`config.mk`:
```
export PLATFORM = sky130hd
export DESIGN_NAME = pwm_capture_flat
export DESIGN_NICKNAME = d
export VERILOG_FILES = /design/src/rtl/pwm_capture_if.sv /design/src/rtl/pwm_capture.sv /design/src/flat_wrapper.sv
export SDC_FILE = /design/constraint.sdc
export NUM_CORES = 1
export LEC_CHECK = 0
export ABC_CLOCK_PERIOD_IN_PS = 2750
export CORE_UTILIZATION = 30
export CTS_BUF_LIST = sky130_fd_sc_hd__clkbuf_8
export DETAILED_ROUTE_END_ITERATION = 10
export GPL_ROUTABILITY_DRIVEN = 0
export SYNTH_ARGS = -nofsm -noshare
export SYNTH_HDL_FRONTEND = slang
export SYNTH_SLANG_ARGS = --single-unit
```
`constraint.sdc`:
```
create_clock -name clk -period 2.75 [get_ports clk]
set_clock_uncertainty 0.15 [all_clocks]
set_input_delay 0.55 -clock clk [delete_from_list [all_inputs] [get_ports clk]]
set_output_delay 0.55 -clock clk [all_outputs]
set_load 0.005 [all_outputs]
```
`src/rtl/pwm_capture_if.sv`:
```
// -----------------------------------------------------------------------------
// pwm_capture_if
//
// Avalon-MM slave bus bundle for the PWM input-capture peripheral.
//
// Signals
//   address     2   register select (0 PERIOD, 1 HIGH, 2 STATUS, 3 TIMEOUT)
//   chipselect  1   slave select
//   write_n     1   active-low write strobe
//   writedata   32  write data
//   readdata    32  zero-wait read data, driven by the slave
//
// Modports
//   master  drives the request side and samples readdata (CPU / testbench)
//   slave   receives the request side and drives readdata (pwm_capture)
// -----------------------------------------------------------------------------
interface pwm_capture_if;
    logic [1:0]  address;
    logic        chipselect;
    logic        write_n;
    logic [31:0] writedata;
    logic [31:0] readdata;

    modport master (
        output address,
        output chipselect,
        output write_n,
        output writedata,
        input  readdata
    );

    modport slave (
        input  address,
        input  chipselect,
        input  write_n,
        input  writedata,
        output readdata
    );
endinterface

```
`src/rtl/pwm_capture.sv`:
```
// -----------------------------------------------------------------------------
// pwm_capture
//
// PWM input-capture peripheral. Synchronises an external PWM line, measures the
// number of clock cycles between consecutive rising edges (PERIOD) and from a
// rising edge to the following falling edge (HIGH), and exposes both through an
// Avalon-MM register file. A programmable stall timeout drops the block back to
// IDLE when no rising edge arrives in time; an interrupt is raised for a new
// capture or a timeout when enabled.
//
// Parameters
//   WIDTH        counter / register width, at most 32
//   SYNC_STAGES  synchroniser depth on pwm_in, at least 2
//
// Ports
//   clk     in   system clock
//   reset   in   synchronous, active-high reset
//   bus     --   Avalon-MM slave (pwm_capture_if.slave)
//   pwm_in  in   asynchronous PWM input
//   irq     out  level interrupt, IE & (NEW | TMO)
//
// Register map
//   0 PERIOD  RO   cycles between the last two rising edges
//   1 HIGH    RO   high time within that period
//   2 STATUS  bit0 NEW (W1C), bit1 TMO (W1C), bit2 IE (R/W), bit3 LEVEL (RO)
//   3 TIMEOUT R/W  stall limit in cycles after a rise; 0 disables it
// -----------------------------------------------------------------------------
module pwm_capture #(
    parameter int WIDTH       = 28,
    parameter int SYNC_STAGES = 2
) (
    input  logic          clk,
    input  logic          reset,
    pwm_capture_if.slave  bus,
    input  logic          pwm_in,
    output logic          irq
);

    typedef enum logic {
        ST_IDLE,    // waiting for a reference rising edge
        ST_RUN      // armed: the next rise completes a period
    } state_t;

    localparam logic [1:0]       ADDR_PERIOD  = 2'd0;
    localparam logic [1:0]       ADDR_HIGH    = 2'd1;
    localparam logic [1:0]       ADDR_STATUS  = 2'd2;
    localparam logic [1:0]       ADDR_TIMEOUT = 2'd3;

    localparam logic [WIDTH-1:0] CNT_MAX = '1;
    localparam logic [WIDTH-1:0] CNT_ONE = WIDTH'(1);

    // Synchroniser and edge detect
    logic [SYNC_STAGES-1:0] sync_q;
    logic                   sync_d1;
    logic                   lvl;
    logic                   rise;
    logic                   fall;

    // Measurement state
    state_t                 state;
    logic [WIDTH-1:0]       cnt;
    logic [WIDTH-1:0]       hi_lat;
    logic [WIDTH-1:0]       period_r;
    logic [WIDTH-1:0]       high_r;
    logic [WIDTH-1:0]       timeout_r;

    // Status bits
    logic                   sts_new;
    logic                   sts_tmo;
    logic                   sts_ie;

    // Bus decode
    logic                   wr_en;
    logic                   wr_status;
    logic                   wr_timeout;
    logic                   tmo_hit;
    logic [31:0]            rdata;

    // Only the low WIDTH bits (TIMEOUT) and bits [2:0] (STATUS) are used.
    logic                   unused_wdata;
    assign unused_wdata = ^bus.writedata;

    assign lvl  = sync_q[SYNC_STAGES-1];
    assign rise =  lvl & ~sync_d1;
    assign fall = ~lvl &  sync_d1;

    assign wr_en      = bus.chipselect & ~bus.write_n;
    assign wr_status  = wr_en && (bus.address == ADDR_STATUS);
    assign wr_timeout = wr_en && (bus.address == ADDR_TIMEOUT);

    // A stall is either the programmed limit or a counter that can no longer
    // represent the period; both abandon the current measurement.
    assign tmo_hit = ((timeout_r != '0) && (cnt == timeout_r)) || (cnt == CNT_MAX);

    // NOTE: every flop, synchroniser included, is cleared by reset; there is no
    // storage array here, so nothing is left to power up undefined.
    // NOTE: all state below uses non-blocking assignments so every branch sees
    // the pre-edge values of cnt, hi_lat and the status bits.
    always_ff @(posedge clk) begin
        if (reset) begin
            sync_q    <= '0;
            sync_d1   <= 1'b0;
            state     <= ST_IDLE;
            cnt       <= '0;
            hi_lat    <= '0;
            period_r  <= '0;
            high_r    <= '0;
            timeout_r <= '0;
            sts_new   <= 1'b0;
            sts_tmo   <= 1'b0;
            sts_ie    <= 1'b0;
        end else begin
            sync_q  <= {sync_q[SYNC_STAGES-2:0], pwm_in};
            sync_d1 <= lvl;

            // Free-running cycle counter restarted by every rise.
            if (rise) begin
                cnt <= CNT_ONE;
            end else if (cnt != CNT_MAX) begin
                cnt <= cnt + CNT_ONE;
            end

            // Register writes. They come before the hardware updates so that a
            // hardware set in the same cycle overrides a W1C.
            if (wr_status) begin
                sts_ie <= bus.writedata[2];
                if (bus.writedata[0]) begin
                    sts_new <= 1'b0;
                end
                if (bus.writedata[1]) begin
                    sts_tmo <= 1'b0;
                end
            end
            if (wr_timeout) begin
                timeout_r <= bus.writedata[WIDTH-1:0];
            end

            // NOTE: when a bit is both written-to-clear and set by hardware in
            // one cycle, the later non-blocking assignment below wins.
            case (state)
                ST_IDLE: begin
                    if (rise) begin
                        hi_lat <= '0;
                        state  <= ST_RUN;
                    end
                end
                ST_RUN: begin
                    if (rise) begin
                        period_r <= cnt;
                        high_r   <= hi_lat;
                        sts_new  <= 1'b1;
                        // Cleared so a period with no fall reports HIGH = 0.
                        hi_lat   <= '0;
                    end else begin
                        if (fall) begin
                            hi_lat <= cnt;
                        end
                        if (tmo_hit) begin
                            sts_tmo <= 1'b1;
                            state   <= ST_IDLE;
                        end
                    end
                end
                default: begin
                    state <= ST_IDLE;
                end
            endcase
        end
    end

    // NOTE: rdata gets a default before the case so no path through this
    // block leaves it unassigned and no latch is inferred.
    always_comb begin
        rdata = '0;
        case (bus.address)
            ADDR_PERIOD:  rdata = 32'(period_r);
            ADDR_HIGH:    rdata = 32'(high_r);
            ADDR_STATUS:  rdata = {28'd0, lvl, sts_ie, sts_tmo, sts_new};
            ADDR_TIMEOUT: rdata = 32'(timeout_r);
            default:      rdata = '0;
        endcase
    end

    assign bus.readdata = rdata;
    assign irq          = sts_ie & (sts_new | sts_tmo);

endmodule

```
`src/flat_wrapper.sv`:
```
// flat-port wrapper written by rule: the top's interface ports become plain ports
module pwm_capture_flat 
#(
    parameter int WIDTH       = 28,
    parameter int SYNC_STAGES = 2
)
  (clk, reset, pwm_in, irq, bus_address, bus_chipselect, bus_write_n, bus_writedata, bus_readdata);
  pwm_capture_if bus_i ();
  input  logic clk;
  input  logic reset;
  input  logic pwm_in;
  output logic irq;
  input wire logic [$bits(bus_i.address)-1:0] bus_address;
  input wire logic [$bits(bus_i.chipselect)-1:0] bus_chipselect;
  input wire logic [$bits(bus_i.write_n)-1:0] bus_write_n;
  input wire logic [$bits(bus_i.writedata)-1:0] bus_writedata;
  output wire logic [$bits(bus_i.readdata)-1:0] bus_readdata;
  assign bus_i.address = bus_address;
  assign bus_i.chipselect = bus_chipselect;
  assign bus_i.write_n = bus_write_n;
  assign bus_i.writedata = bus_writedata;
  assign bus_readdata = bus_i.readdata;
  pwm_capture #(.WIDTH(WIDTH), .SYNC_STAGES(SYNC_STAGES)) u_core (.clk(clk), .reset(reset), .bus(bus_i), .pwm_in(pwm_in), .irq(irq));
endmodule
```
# Yosys cells after proc, flatten, opt, wreduce, memory -nomap -nowiden
# Cells that the tools add are included.
# totals
ram_bits	0
memories	0
latch_bits	0
output_inout_bits	33
inputBits	39
rom_bits	0
regBits	147
# classes
n_reduce_logical	10
eq_ne	8
shift	0
multipliers	0
addsub	1
bitwise_logic	9
div_mod_pow	0
n_mux	20
n_lt_le_gt_ge	0
# op_table
cell	count
$pmux 32 s4	1
$mux 28	3
$pmux 28 s2	1
$add 28x1->28 const B	1
$eq 28x28->1	1
$eq 28x28->1 const B	1
$ne 28x28->1 const B	1
$reduce_bool 28->1	1
$mux 1	14
$and 1x1->1	4
$eq 2x2->1 const B	2
$not 1->1	4
$reduce_and 2->1	2
$logic_and 1x1->1	3
$ne 3x1->1 const B	1
$eq 2x1->1 const B	1
$logic_not 2->1	1
$ne 2x1->1 const B	1
$pmux 1 s2	1
$reduce_bool 2->1	1
$reduce_or 2->1	1
$logic_or 1x1->1	1
$or 1x1->1	1

# Longest topological paths before layout
# Gate-level depths: netlist of run 1.
# depth
word_depth	7
ltp_mapped	8
depth_no_buf	6

# Worst setup path after synthesis of run 1
# No wires, ideal clock.
# synth_path
path_kind	in2out
startpoint	input bus_address[0]
endpoint	output bus_readdata[0]
stages	3
t_arrival_ns	1.577
path_slack_ns	0.473
path_cell_list	buf_2 buf_1 mux4_2
# synth_between
elab_chain_len	2
word_cells_on_any_way	5
# synth_lines
element	line	text
from (decl)	flat_wrapper.sv:13	input wire logic [$bits(bus_i.address)-1:0] bus_address;
$eq 2x2->1 (tied with other cells)	pwm_capture.sv:175	case (bus.address)
$pmux 32 s4 *	pwm_capture.sv:175	
to (decl)	flat_wrapper.sv:17	output wire logic [$bits(bus_i.readdata)-1:0] bus_readdata;
# Every way passes the cells marked *; elsewhere a longest branch is shown, timed or not. The select of a mux whose other input is x is not followed.

# Worst setup path after layout of run 1
# layout_path
startpoint	register u_core.timeout_r[3]
endpoint	output bus_readdata[3]
# layout_between
elab_chain_len	1
# layout_lines
element	line	text
from (decl)	pwm_capture.sv:65	logic [WIDTH-1:0] timeout_r;
from (signal assigned)	pwm_capture.sv:135	timeout_r <= bus.writedata[WIDTH-1:0];
$pmux 32 s4	pwm_capture.sv:175	
# No other way between the ends. The select of a mux whose other input is x is not followed.

==> results of run 1 <==
==> metrics by stage <==
step	cell area (um2)	std cells	worst slack [ns]	TNS, ns
finish	8215	1189	0.2167	0
global route	8215	1189	0.1168	0
CTS	8215	1189	0.03429	0
detailed placement	7734	1158	-0.2324	-4.781
global placement	7734	1158	-0.2197	-4.277
floorplan	6751	851	0.4730	0
==> cell families after synthesis <==
family                     count (synthesis)
buffers and inverters                     77
other                                      1
and+or+nand+nor                          374
xor gates and xnor gates                  43
AOI/OAI and AO/OA                        174
muxes                                     31
DFF                                      147
adders and majority gates                  1
==> critical path: stages, from the launching register on <==
cell             delay (ns)
dfxtp_1                0.41
mux4_2                 0.50
clkdlybuf4s50_1        0.46
==> routing by layer <==
| metal | track usage | part of all wire | vias up | wire length [um] |
|---|---|---|---|---|
| met2 | 0.2901 | 0.49 | 136 | 9503 |
| met5 | 0 | 0 | - | 0 |
| li1 | - | - | 2962 | - |
| met4 | 0.06171 | 0.019 | 0 | 371 |
| met1 | 0.2216 | 0.45 | 2837 | 8866 |
| met3 | 0.03080 | 0.043 | 25 | 838 |
==> area by class of cell <==
class / count / share of cell area
tap: 280 / 0.04264
sequential: 147 / 0.3582
clock buffer: 20 / 0.03351
timing repair buffer: 102 / 0.1189
clock inverter: 11 / 0.02528
inverter: 2 / 0.0009138
multi-input combinational: 627 / 0.4205
==> Yosys cell counts, drive strengths merged <==
| master | number |
|---|---|
| o21a | 1 |
| a2111oi | 5 |
| nor2b | 4 |
| and2 | 7 |
| mux4 | 4 |
| or4 | 7 |
| nand4 | 9 |
| conb | 1 |
| xor2 | 30 |
| mux2i | 27 |
| nand2b | 3 |
| nor4 | 18 |
| nor3 | 3 |
| inv | 2 |
| a211oi | 2 |
| o31a | 1 |
| or3 | 2 |
| ha | 1 |
| and3b | 1 |
| a21oi | 129 |
| o21ai | 28 |
| nand4b | 1 |
| xnor2 | 13 |
| nand3b | 2 |
| o211ai | 1 |
| and3 | 1 |
| and4 | 8 |
| o31ai | 7 |
| nand2 | 241 |
| dfxtp | 147 |
| clkbuf | 45 |
| nor2 | 23 |
| nand3 | 42 |
| nor4bb | 1 |
| buf | 30 |
| or2 | 1 |
==> what timing repair did <==
action,4_1_cts,5_1_grt
resized for setup,1,3
setup buffers,0,0
setup endpoints to repair,28,14
==> flip-flops by register name, summed over array words and instances, names as in the netlist <==
register and flops:
u_core.cnt 28, u_core.hi_lat 28, u_core.high_r 28, u_core.period_r 28, u_core.state 1, u_core.sts_ie 1
u_core.sts_new 1, u_core.sts_tmo 1, u_core.sync_d1 1, u_core.sync_q 2, u_core.timeout_r 28
==> report_power, final <==
part | total (W) | internal, W | switching (W)
registers | 0.00217 | 0.00214 | 0.0000226
clock network | 0.00203 | 0.00123 | 0.000802
logic | 0.000263 | 0.000117 | 0.000146
total | 0.00446 | 0.00349 | 0.000970
==> worst max path at each step <==
stage                        start               end  cells after the start
6_report       u_core.timeout_r[3]   bus_readdata[3]                      2
5_1_grt             bus_address[0]  bus_readdata[16]                      6
2_1_floorplan       bus_address[0]   bus_readdata[0]                      3
4_1_cts             bus_address[1]   bus_readdata[3]                      4
3_3_place_gp        bus_address[1]   bus_readdata[3]                      4
3_5_place_dp        bus_address[1]   bus_readdata[3]                      4
==> run summary, run 1 <==
The flow ran to the end, but the final reports show violations. The final reports fail on DRC. By area, the combinational part of the netlist is dominated by simple AND/OR/NAND/NOR gates. In this run, post-CTS hold repair placed 0 buffers.

After detailed routing, the number of remaining DRC violations is 9. Width of the chip: 151.9 um. Yosys attributes the largest share of cell area to dfxtp_1 44%, nand2_1 13%, a21oi_1 9.1%, mux2i_1 4.0%, xor2_1 3.9%. After floorplanning, the core was sized to cover 0.02196 mm2. Leaving out fill and tap cells, the most frequent cells in the layout are 241 x nand2_1, 147 x dfxtp_1, 122 x a21oi_1. Category of the critical setup timing path: reg -> out. Worst slew margin relative to its limit: 0.5338. The portion of synthesized cell area occupied by the leading cell type works out to 0.4366.

The final layout contains routed wiring with a total length of 19.58 mm. The run gives 4 as the number of H-tree levels. Setup repair after global routing left no endpoint under its margin. The worst path in the final design needs a cycle of 2.533 ns, including I/O delays and setup. For this run the aggregate overflow at the end of global routing stands at 0. dfxtp_1 takes more of the synthesized area than any other cell.

The synthesized-area fraction occupied by xor and xnor cells came out at 0.05588. For the signal arrival time at the worst endpoint, the log shows 1.83 ns. The path depth of the worst reg2reg path is 5, and the portion of netlist area occupied by mux cells is 0.05346.

The tools report the endpoint of the lowest-slack register-to-register path as u_core.cnt[23]. For the count of warnings emitted by yosys, the log shows 0. The classification of the worst-slack hold path is reg -> reg. Of all nets on the critical path, the largest fanout is 4. The destination of the worst hold path was u_core.sync_q[1]. The run gives 0.1727 as the global router's overall resource usage. The count of mapped cells out of synthesis was 848. The via-per-instance ratio was 5.013; the fmax was 394.7 MHz. Summing every instance area after synthesis gives 0.006740 mm2. The run gives 0.003455 mm2 as the multi-input combinational cell area. The repair_antennas step left the layout with diodes totalling 0. The global-route wire length before repair came out at 30.94 mm.

The origin of the worst min-delay path was u_core.sync_q[0]. The area added between synthesis and finish is 21.89%. Buffers placed on the I/O ports in this run total 63. The worst register-to-register path begins at u_core.cnt[10]. The post-route antenna net violation count was 0; the sequential cell area was 0.002943 mm2. The final hold slack was 0.3000 ns; the transition time at the pin with the least slew margin was 0.6817 ns.

STA classifies the critical path startpoint as a register. The number of antenna violations at the first check in global routing was 0; the area enclosed by the die boundary was 0.02307 mm2. For the TritonCTS buffer count, the log shows 17. Setup violations remaining at the end of the flow were counted as 0. The area fraction in and, or, nand and nor cells after synthesis is 0.2552, and the top-level port count is 72. The peak supply drop is 0.2654 mV. The tools report the number of iterations in the first detailed-routing pass as 8. TritonCTS built the clock tree. The cell depth of the worst min-delay path is 1, and the number of fill cells is 2240. Setup slack on the worst reg-to-reg path comes out at 0.39 ns. In the final routed layout, each cell accounts on average for 16.47 um. The capturing element type of the critical path was an output pin. The synthesized-area fraction occupied by ao, oa, aoi and oai cells was 0.1428. Total power: 0.004461 W. The register area share after synthesis is 0.4366, and the height of the chip is 151.9 um.

The clock passes through at most 2 buffers. For the core occupancy in the finished layout, the log shows 0.3741. The number of hold-slack violations in the final timing report is 0.

The clock input transition at the sequential cells of the worst setup and hold paths is 0.08 ns, and the share of the clock period used by the worst path is 0.9212. The most frequent standard cell in the layout excluding fill and tap cells was nand2_1. The adder and majority gate portion of the synthesized area is 0.001856. The via count of the first global-routing pass was 5522; the mean cell area of the mapped netlist was 7.948 um2. The effective utilization at floorplan was 0.3070; the power density over the cells was 543.0 mW/mm2.

Detailed routing inserted a total of 5960 vias. The run gives 937 as the count of nets after finishing. The number of maximum-capacitance constraint violations is 0, and the count of distinct cell types in the synthesized netlist is 52.

For this design, the sink count on the clock tree is 147. After legalization and detailed placement, the total HPWL measured 13.63 mm. The tools report the root buffer selected by CTS as clkbuf_8. The post-synthesis register bit count was 147; the number of max-slew violations in the final report was 0. Critical path required time: 2.05 ns. The DRC violation total after the first TritonRoute iteration is 451, and the clock latency on the worst-skew pair is 0.46 ns. The largest net degree at the start of global routing was 58; the number of placement rows was 54. For the leakage component of the power, the log shows 2.877 nW. The share of post-route cells with drive strength above 1 came out at 0.1100.
No activity file was read; power rests on OpenSTA's default activity.
==> run 2: changes to the inputs <==
- CELL_PAD_IN_SITES_DETAIL_PLACEMENT: unset -> 1
- CELL_PAD_IN_SITES_GLOBAL_PLACEMENT: unset -> 2
- PLACE_DENSITY_LB_ADDON: unset -> 0.1
==> run 2 against run 1 <==
The run still ends with DRC left; core utilization down 0.32 points; sequential cell count is the same; non-clock buffer count increased by 1; maximum frequency decreased by 6.6%; largest cell class unchanged; worst setup slack lost 0.18 ns; critical path depth increased by 2; cell count rose by 0.17%; die area is the same; register-to-register slack gained 0.02 ns; routed wire length grew 26%.
==> run summary, run 2 (same netlist as run 1, synthesis figures left out) <==
The effective utilization at floorplan was 0.3070 (unchanged); the setup slack of the worst register-to-register path was 0.41 ns (was 0.39 ns). The number of standard cells in the final layout excluding fillers was 1191 (was 1189); the number of I/O port buffers was 63 (unchanged). The run gives 0.2692 ns (was 0.3000 ns) as the final hold slack.

The tools report the peak supply drop as 0.2604 mV (was 0.2654 mV). The tools report the worst slew margin relative to its limit as 0.4851 (was 0.5338). Critical path required time: 2.05 ns (about the same). For the signal arrival time at the worst endpoint, the log shows 2.01 ns (was 1.83 ns).

The logs give 0 (unchanged) for the post-route antenna net violation count and 72 (unchanged) for the top-level port count. For the core occupancy in the finished layout, the log shows 0.3709 (was 0.3741). The remaining global-route overflow was 0 (unchanged). Most used cells in the layout excluding fill and tap cells: 240 x nand2_1, 147 x dfxtp_1, 122 x a21oi_1 (was 241 x nand2_1, 147 x dfxtp_1, 122 x a21oi_1). The logs give 0 (unchanged) for the antenna cell count and 6163 (was 5960) for the total via count in the routed design. The area enclosed by the die boundary is 0.02307 mm2 (unchanged), and the number of hold-slack violations in the final timing report is 0 (unchanged). The logs give 6231 (was 5522) for the via count of the first global-routing pass and 147 (unchanged) for the sink count of the clock tree. TritonCTS buffer count: 17 (unchanged).

TritonCTS built the clock tree. The shortest period the worst path allows is 2.711 ns (was 2.533 ns), and the global router's overall resource usage is 0.2159 (was 0.1727). The height of the chip is 151.9 um (unchanged).

The count of nets after finishing is 938 (was 937), and the mean routed wirelength per cell is 20.66 um (was 16.47 um). The via-per-instance ratio came out at 5.175 (was 5.013). Setup repair after global routing left no endpoint under its margin. The tools report the total DRC errors in the routed layout as 19 (was 9).

Root buffer selected by CTS: clkbuf_8 (unchanged). The deepest clock path buffer count is 2 (unchanged), and the area added between synthesis and finish is 20.83% (was 21.89%). The share of post-route cells with drive strength above 1 is 0.1186 (was 0.1100), and the total routed wirelength is 24.61 mm (was 19.58 mm). The width of the chip works out to 151.9 um (unchanged). The power density over the cells was 513.6 mW/mm2 (was 543.0 mW/mm2).

The largest net degree at the start of global routing is 57 (was 58). The number of placement rows came out at 54 (unchanged). The number of max-slew violations in the final report came out at 0 (unchanged). The classification of the worst-slack hold path is in -> reg (was reg -> reg).

Violated checks: DRC (unchanged). The leakage component of the power came out at 2.834 nW (was 2.877 nW). Capturing element type of the critical path: an output pin (unchanged).

The number of maximum-capacitance constraint violations was 0 (unchanged). The global-route wire length before repair was 37.40 mm (was 30.94 mm). The number of buffers added to fix hold violations after cts was 0 (unchanged); the placed wire-length estimate was 17.63 mm (was 13.63 mm). The area of the placeable core came out at 0.02196 mm2 (unchanged). The flow ran to the end, but the final reports show violations. The tools report the multi-input combinational cell area as 0.003470 mm2 (was 0.003455 mm2). The tools report the number of antenna violations at the first check in global routing as 0 (unchanged).

The logs give 0 (unchanged) for the final setup violation count and 1159 (was 1158) for the placed instance count. The DRC violation total after the first TritonRoute iteration is 328 (was 451), and the maximum net fanout on the critical path is 11 (was 4). Transition time at the pin with the least slew margin: 0.7723 ns (was 0.6817 ns). Critical path startpoint category: an input port (was a register). The number of fill cells was 2626 (was 2240). For the clock latency on the worst-skew pair, the log shows 0.47 ns (was 0.46 ns). The fmax is 368.9 MHz (was 394.7 MHz). The number of H-tree levels was 4 (unchanged). The number of iterations in the first detailed-routing pass was 9 (was 8).

The most frequent standard cell in the layout excluding fill and tap cells was nand2_1 (unchanged). The sequential cell area is 0.002943 mm2 (unchanged). The share of the clock period used by the worst path is 0.9858 (was 0.9212). The clock input transition at the sequential cells of the worst setup and hold paths is 0.09 ns (was 0.08 ns). The category of the critical setup timing path is in -> out (was reg -> out).
## run 2: changes by cell type in the layout (fill, tap and decap cells not counted), sizes merged
cell,previous run,this run
clkbuf,21,19
buf,41,42
bufinv,6,1
clkinv,1,3
inv,4,9
dlygate4sd2,0,1
## run 2: metrics by stage
| stage | area [um2] | setup TNS [ns] | power, W | worst slack, ns |
|---|---|---|---|---|
| after floorplan | 6751 | 0 | 0.002347 | 0.4730 |
| after global placement | 7734 | -3.590 | 0.002488 | -0.1915 |
| after detailed placement | 7734 | -4.448 | 0.002494 | -0.2269 |
| after CTS | 8134 | 0 | 0.004235 | 0.005405 |
| after global routing | 8144 | 0 | 0.004346 | 0.009416 |
| final | 8144 | 0 | 0.004183 | 0.03894 |
## run 2: final timing paths
check,startpoint,end,cells after the start
worst max register to register,u_core.cnt[11],u_core.cnt[21],5
worst max-delay path,bus_address[1],bus_readdata[0],4
worst min register to register,u_core.sync_q[0],u_core.sync_q[1],1
worst min-delay path,reset,u_core.period_r[6],2
## run 2: worst max-delay path, cell delays in order
cell	delay (ns)
dlygate4sd2_1	0.30
buf_12	0.17
mux4_2	0.52
clkdlybuf4s50_1	0.47
## run 2: power breakdown
group	total [W]	switching [W]	internal (W)
registers	0.00217	0.0000276	0.00214
logic	0.000274	0.000157	0.000117
clock network	0.00174	0.000942	0.000796
## run 2: timing repair
item                       in CTS  in global routing
setup buffers                   0                  0
setup endpoints to repair      28                  3
hold endpoints to repair        0                  0
gates resized for setup         1                  3
## run 2: layout make-up
cell class	instances	share of cell area
multi-input combinational	627	0.4260
sequential	147	0.3613
timing repair buffer	103	0.1194
tap	280	0.04302
clock buffer	19	0.03211
clock inverter	13	0.01721
inverter	2	0.0009218
## run 2: routing by layer
metal / track usage / share of wire
met1: 0.2770 / 0.46
met2: 0.3688 / 0.48
met3: 0.03651 / 0.036
met4: 0.06803 / 0.017
met5: 0 / 0
